--- src/rtl/screen_to_float_map.sv ---
// Maps an unsigned screen coordinate to (x - HALF_SPAN) / HALF_SPAN as an IEEE-754 single.
// One conversion takes 28 cycles: normalise, 25 restoring-division steps, round, present.
module screen_to_float_map #(
  parameter int unsigned HALF_SPAN = 180
) (
  input  logic        clk_in,
  input  logic        rst_in,
  input  logic        valid_in,
  input  logic [31:0] input_integer,
  output logic        ready_out,
  output logic        data_valid_out,
  output logic [31:0] output_float,
  output logic        range_err_out
);

  localparam logic [16:0] HS17     = 17'(HALF_SPAN);
  localparam logic [8:0]  HS9      = 9'(HALF_SPAN);
  localparam logic [8:0]  SPAN2_9  = 9'(2 * HALF_SPAN);
  localparam logic [31:0] SPAN2_32 = 32'(2 * HALF_SPAN);

  typedef enum logic [2:0] {S_IDLE, S_NORM, S_DIV, S_ROUND, S_OUT} state_t;

  state_t      state_q, state_d;
  logic [4:0]  cnt_q, cnt_d;
  logic        sign_q, sign_d;
  logic        err_q, err_d;
  logic [7:0]  m_q, m_d;
  logic        zero_q, zero_d;
  logic [7:0]  exp_q, exp_d;
  logic [16:0] r_q, r_d;
  logic [24:0] quo_q, quo_d;
  logic [31:0] out_float_q, out_float_d;
  logic        out_err_q, out_err_d;
  logic        ready_q, ready_d;

  logic [16:0] m17;
  logic [16:0] shifted [0:8];
  logic [8:0]  ge_k;
  logic [3:0]  k_sel;
  logic [8:0]  x9;
  logic        div_bit;
  logic        sticky;
  logic        round_inc;
  logic        round_ovf;
  logic [22:0] frac_rnd;
  logic [7:0]  exp_rnd;

  assign m17 = {9'd0, m_q};

  // Every candidate normalisation shift is evaluated in parallel; the smallest passing one wins.
  genvar gi;
  generate
    for (gi = 0; gi < 9; gi++) begin : g_shift
      assign shifted[gi] = m17 << gi;
      assign ge_k[gi]    = (shifted[gi] >= HS17);
    end
  endgenerate

  always_comb begin
    state_d     = state_q;
    cnt_d       = cnt_q;
    sign_d      = sign_q;
    err_d       = err_q;
    m_d         = m_q;
    zero_d      = zero_q;
    exp_d       = exp_q;
    r_d         = r_q;
    quo_d       = quo_q;
    out_float_d = out_float_q;
    out_err_d   = out_err_q;
    k_sel       = 4'd0;

    for (int i = 8; i >= 0; i--) begin
      if (ge_k[i]) k_sel = 4'(i);
    end

    x9        = (input_integer > SPAN2_32) ? SPAN2_9 : input_integer[8:0];
    div_bit   = (r_q >= HS17);
    sticky    = (r_q != 17'd0);
    round_inc = quo_q[0] & (sticky | quo_q[1]);
    // quo_q[24] is always the hidden 1, so overflow means the whole significand was all ones.
    round_ovf = round_inc & (&quo_q[24:1]);
    frac_rnd  = quo_q[23:1] + {22'd0, round_inc};
    exp_rnd   = round_ovf ? (exp_q + 8'd1) : exp_q;

    case (state_q)
      S_IDLE: begin
        if (valid_in && ready_q) begin
          err_d   = (input_integer > SPAN2_32);
          sign_d  = (x9 < HS9);
          m_d     = (x9 < HS9) ? 8'(HS9 - x9) : 8'(x9 - HS9);
          state_d = S_NORM;
        end
      end
      S_NORM: begin
        zero_d  = (m_q == 8'd0);
        r_d     = shifted[k_sel];
        exp_d   = 8'd127 - {4'd0, k_sel};
        cnt_d   = 5'd0;
        quo_d   = 25'd0;
        state_d = S_DIV;
      end
      S_DIV: begin
        r_d   = div_bit ? ((r_q - HS17) << 1) : (r_q << 1);
        quo_d = {quo_q[23:0], div_bit};
        cnt_d = cnt_q + 5'd1;
        if (cnt_q == 5'd24) state_d = S_ROUND;
      end
      S_ROUND: begin
        out_float_d = zero_q ? 32'd0 : {sign_q, exp_rnd, frac_rnd};
        out_err_d   = err_q;
        state_d     = S_OUT;
      end
      S_OUT:   state_d = S_IDLE;
      default: state_d = S_IDLE;
    endcase
  end

  assign ready_d = (state_d == S_IDLE);

  always_ff @(posedge clk_in) begin
    if (!rst_in) begin
      state_q     <= S_IDLE;
      cnt_q       <= 5'd0;
      sign_q      <= 1'b0;
      err_q       <= 1'b0;
      m_q         <= 8'd0;
      zero_q      <= 1'b0;
      exp_q       <= 8'd0;
      r_q         <= 17'd0;
      quo_q       <= 25'd0;
      out_float_q <= 32'd0;
      out_err_q   <= 1'b0;
      ready_q     <= 1'b0;
    end else begin
      state_q     <= state_d;
      cnt_q       <= cnt_d;
      sign_q      <= sign_d;
      err_q       <= err_d;
      m_q         <= m_d;
      zero_q      <= zero_d;
      exp_q       <= exp_d;
      r_q         <= r_d;
      quo_q       <= quo_d;
      out_float_q <= out_float_d;
      out_err_q   <= out_err_d;
      ready_q     <= ready_d;
    end
  end

  assign ready_out      = ready_q;
  assign data_valid_out = (state_q == S_OUT);
  assign output_float   = out_float_q;
  assign range_err_out  = out_err_q;

endmodule

--- config.mk ---
export PLATFORM = sky130hd
export DESIGN_NAME = screen_to_float_map
export DESIGN_NICKNAME = d
export VERILOG_FILES = /design/src/rtl/screen_to_float_map.sv
export SDC_FILE = /design/constraint.sdc
export NUM_CORES = 1
export LEC_CHECK = 0
export BUFFER_PORTS_ARGS = -buffer_cell sky130_fd_sc_hd__buf_2
export CAP_MARGIN = 15
export CORE_ASPECT_RATIO = 0.7
export CORE_MARGIN = 2
export CORE_UTILIZATION = 45
export CTS_BUF_LIST = sky130_fd_sc_hd__clkbuf_4 sky130_fd_sc_hd__clkbuf_8 sky130_fd_sc_hd__clkbuf_16
export DETAILED_ROUTE_END_ITERATION = 7
export MAX_ROUTING_LAYER = met4
export PLACE_DENSITY = 0.74
export RECOVER_POWER = 25
export SYNTH_ARGS = -nofsm -noshare
export SYNTH_HDL_FRONTEND = slang
export SYNTH_SLANG_ARGS = --single-unit
--- constraint.sdc ---
create_clock -name clk_in -period 4.1 [get_ports clk_in]
set_clock_uncertainty 0.15 [all_clocks]
set_input_delay 0.615 -clock clk_in [delete_from_list [all_inputs] [get_ports clk_in]]
set_output_delay 0.615 -clock clk_in [all_outputs]
set_load 0.005 [all_outputs]
==> results.py <==
metrics = {
    "outcome": {
        "status": "complete, no violations",
    },
    "setup_path": {
        "worst-setup-path-type": "flop to flop",
        "critPathMaxStageDelay_ps": 840,
        "worst_path_max_delay_cell": "nor3b_1",
        "r2r-start": "m_q[6]",
        "critical_path_peak_fanout": 10,
        "cp-start-kind": "flop",
        "worstPathArrival_ps": 2860,
        "reg2reg_slack_ps": 1290,
        "critPathCaptureType": "flop",
        "crit_buf_inv": 0,
        "critPathMostFrequentCell": "nor2_1",
        "path_cells": "nor3_1 > nor3b_1 > nand2b_1 > nor2_1 > a222oi_1 > nor2_1",
        "worst_r2r_endpoint": "r_q[2]",
        "critPathRequiredTime_ps": 4150,
        "reg2reg_depth": 6,
        "cpLargestDelayFamily": "simple AND/OR/NAND/NOR gates",
    },
    "floorplanning": {
        "core-area_um2": 11000,
        "die_x_um": 131,
        "ioPinCount": 70,
        "rows": 32,
        "design.die.area_um2": 12100,
        "die_y_um": 92.8,
        "initial_utilization_pct": 46.0,
    },
    "sta": {
        "rsz0062_at_grt": "false",
        "relSlewSlack_pct": 36.1,
        "worst_slew_pin_slew_ps": 956,
        "finalHoldViolations": 0,
        "max_freq_ghz": 0.355,
        "slew_viol_final": 0,
        "fin_crit_sh_pct": 68.6,
        "finalSetupViolations": 0,
        "setup_tns_ps": 0,
        "period_minus_slack_ps": 2810,
        "setup_slack_ps": 1290,
        "whs_ps": 303,
    },
    "synthesis": {
        "synth_cell_types": 62,
        "ys_top_cells_by_area": "dfxtp_1 40%, nor2_1 5.8%, nand2_1 5.3%",
        "synth_top_area_cell": "dfxtp_1",
        "synth_fp_nets": 668,
        "synth_top_area_share_pct": 39.5,
        "synth_ff_type": "dfxtp_1",
        "synth_edf_count": 0,
        "syn_inst": 624,
        "synth_area_um2": 5060,
        "yosysWarnings": 0,
        "ys_seq_elements": 100,
        "synth_area_per_cell_um2": 8.12,
        "ys_seq_area_share_pct": 39.5,
        "postSynth.asyncResetShare_pct": 0,
    },
    "power": {
        "p_leak_nw": 2.06,
        "swShare_pct": 26.8,
        "power.switching_mw": 0.593,
        "p_int_mw": 1.62,
        "ir_drop_v": 0.000256,
        "p_clk_share_pct": 39.5,
        "share_comb_of_total_power_pct": 14.2,
        "power_frac_seq_pct": 46.3,
        "report.power.total_mw": 2.22,
        "p_per_area_nw_per_um2": 383,
    },
    "clock_network": {
        "cts_inserted_buffers": 9,
        "cts_buffer_depth": 2,
        "cts-resized-gates": 0,
        "hold_buffers": 0,
        "post_cts_buffers": 0,
        "worstSkewPairLatency_ps": 340,
        "htreeDepth": 3,
        "clockRootBuffer": "clkbuf_16",
        "cts_num_sinks": 100,
        "clkTransAtPathRegs_ps": 70,
        "cts_tree": "built",
    },
    "cells_and_area": {
        "post-route-util_pct": 52.5,
        "drive_above_1_share_pct": 13.2,
        "final_common_cell": "dfxtp_1",
        "syn_to_final_growth_pct": 14.2,
        "fin_area_um2": 5780,
        "regArea_um2": 2000,
        "fin_nets": 715,
        "final_cell_mix": "100 x dfxtp_1, 77 x nor2_1, 71 x nand2_1",
        "fillCellCount": 999,
        "stdcell_count": 829,
        "multi_input_area_um2": 2860,
        "num_antenna_cells": 0,
    },
    "placement": {
        "place_congestion": 0.889,
        "portBuffers": 69,
        "dp_slack_ps": 1170,
        "placed_cell_area_um2": 5500,
        "dp_cells": 812,
        "hpwlAfterDp_um": 8400,
    },
    "hold_path": {
        "min_path_cells": 2,
        "hp-start": "output_float[13]",
        "hp-class": "flop to flop",
        "holdPathEnd": "output_float[13]",
    },
    "route": {
        "avgRoutedWirePerCell_um": 14.2,
        "vias": 4652,
        "drc": 0,
        "vias_per_cell": 5.61,
        "drtIter0Drc": 345,
        "drt-total-wl_um": 11800,
        "drt_pass1_iterations": 5,
        "ant_nets": 0,
    },
    "global_route": {
        "grt_max_degree": 52,
        "grt_overflow": 0,
        "antenna_found_initial": 0,
        "grt_pass1_wl_um": 19700,
        "track_usage_pct": 20.7,
        "grt_pass1_vias": 4253,
    },
    "flow_run": {
        "drv_cap": 0,
    },
}
==> worst max path at each step <==
stage               slack (ps)              start  cells past startpoint     end
floorplan                 1360   input_integer[4]                     10  m_q[6]
global placement          1330  input_integer[30]                     10  m_q[6]
detailed placement        1170  input_integer[21]                     13  m_q[6]
CTS                       1330             m_q[1]                      7  r_q[8]
global route               990             m_q[6]                      6  r_q[2]
finish                    1290             m_q[6]                      6  r_q[2]
==> cells in the mapped netlist (2+ instances only) <==
| cell | instances |
|---|---|
| xor2_1 | 14 |
| and4_1 | 3 |
| and3_1 | 4 |
| nor4_1 | 10 |
| a21oi_1 | 22 |
| a31oi_1 | 10 |
| a211oi_1 | 7 |
| o21a_1 | 2 |
| inv_1 | 15 |
| xnor2_1 | 23 |
| o211ai_1 | 9 |
| nor3b_1 | 2 |
| or2_2 | 2 |
| o22ai_1 | 2 |
| mux2i_1 | 14 |
| ha_1 | 9 |
| clkbuf_1 | 30 |
| or3_1 | 6 |
| o31ai_1 | 2 |
| dfxtp_1 | 100 |
| nand2b_1 | 8 |
| nand4_1 | 8 |
| or4_1 | 2 |
| nor2b_1 | 6 |
| o21ai_0 | 52 |
| nor2_1 | 78 |
| o21bai_1 | 2 |
| buf_2 | 9 |
| a22o_1 | 3 |
| o21ai_1 | 4 |
| nor3_1 | 12 |
| nand2_1 | 71 |
| a22oi_1 | 28 |
| a32o_1 | 2 |
| and2_1 | 7 |
| nand3_1 | 18 |
| a221oi_1 | 3 |
==> power groups by stage <==
stage | Clock [mW] | Sequential [mW] | Combinational, mW
6_report | 0.875 | 1.03 | 0.315
5_1_grt | 0.935 | 1.03 | 0.347
4_1_cts | 0.897 | 1.02 | 0.312
3_3_place_gp | 0 | 1.04 | 0.302
3_5_place_dp | 0 | 1.05 | 0.310
2_1_floorplan | 0 | 1.03 | 0.246
==> layer usage <==
metal / routed length [um] / vias to the layer above / GRT usage, %
met5: 0 / - / -
met4: 177 / 0 / 7.89
met3: 599 / 21 / 5.03
met2: 5350 / 138 / 31.8
met1: 5680 / 2178 / 26.3
li1: - / 2315 / -
==> worst reg2reg max path, cell delays in order, from the launching register on <==
cell	delay, ps
dfxtp_1	420
nor3_1	500
nor3b_1	840
nand2b_1	270
nor2_1	70
a222oi_1	320
nor2_1	90
==> area by class of cell <==
class / instances / share of cell area [%]
inverter: 15 / 0.973
timing repair buffer: 76 / 6.34
sequential: 100 / 34.6
multi-input combinational: 469 / 49.4
clock inverter: 5 / 1.15
tap: 153 / 3.31
clock buffer: 11 / 4.26
==> logic make-up (layout without fill, tap and decap cells) <==
family | after synthesis | in the layout | share of synthesized area, %
muxes | 16 | 16 | 3.29
DFF | 100 | 100 | 39.5
buffers and inverters | 55 | 107 | 4.37
adders and majority gates | 9 | 9 | 2.22
and+or+nand+nor | 243 | 243 | 22.7
xor gates and xnor gates | 37 | 37 | 6.40
AOI/OAI and AO/OA | 164 | 164 | 21.5
==> state kept, by name, summed over array words and instances, names as in the netlist <==
register	count
err_q	1
cnt_q	5
state_q	3
sign_q	1
r_q	17
m_q	8
quo_q	25
range_err_out	1
ready_out	1
exp_q	5
output_float	32
zero_q	1
No activity file was read; power rests on OpenSTA's default activity.
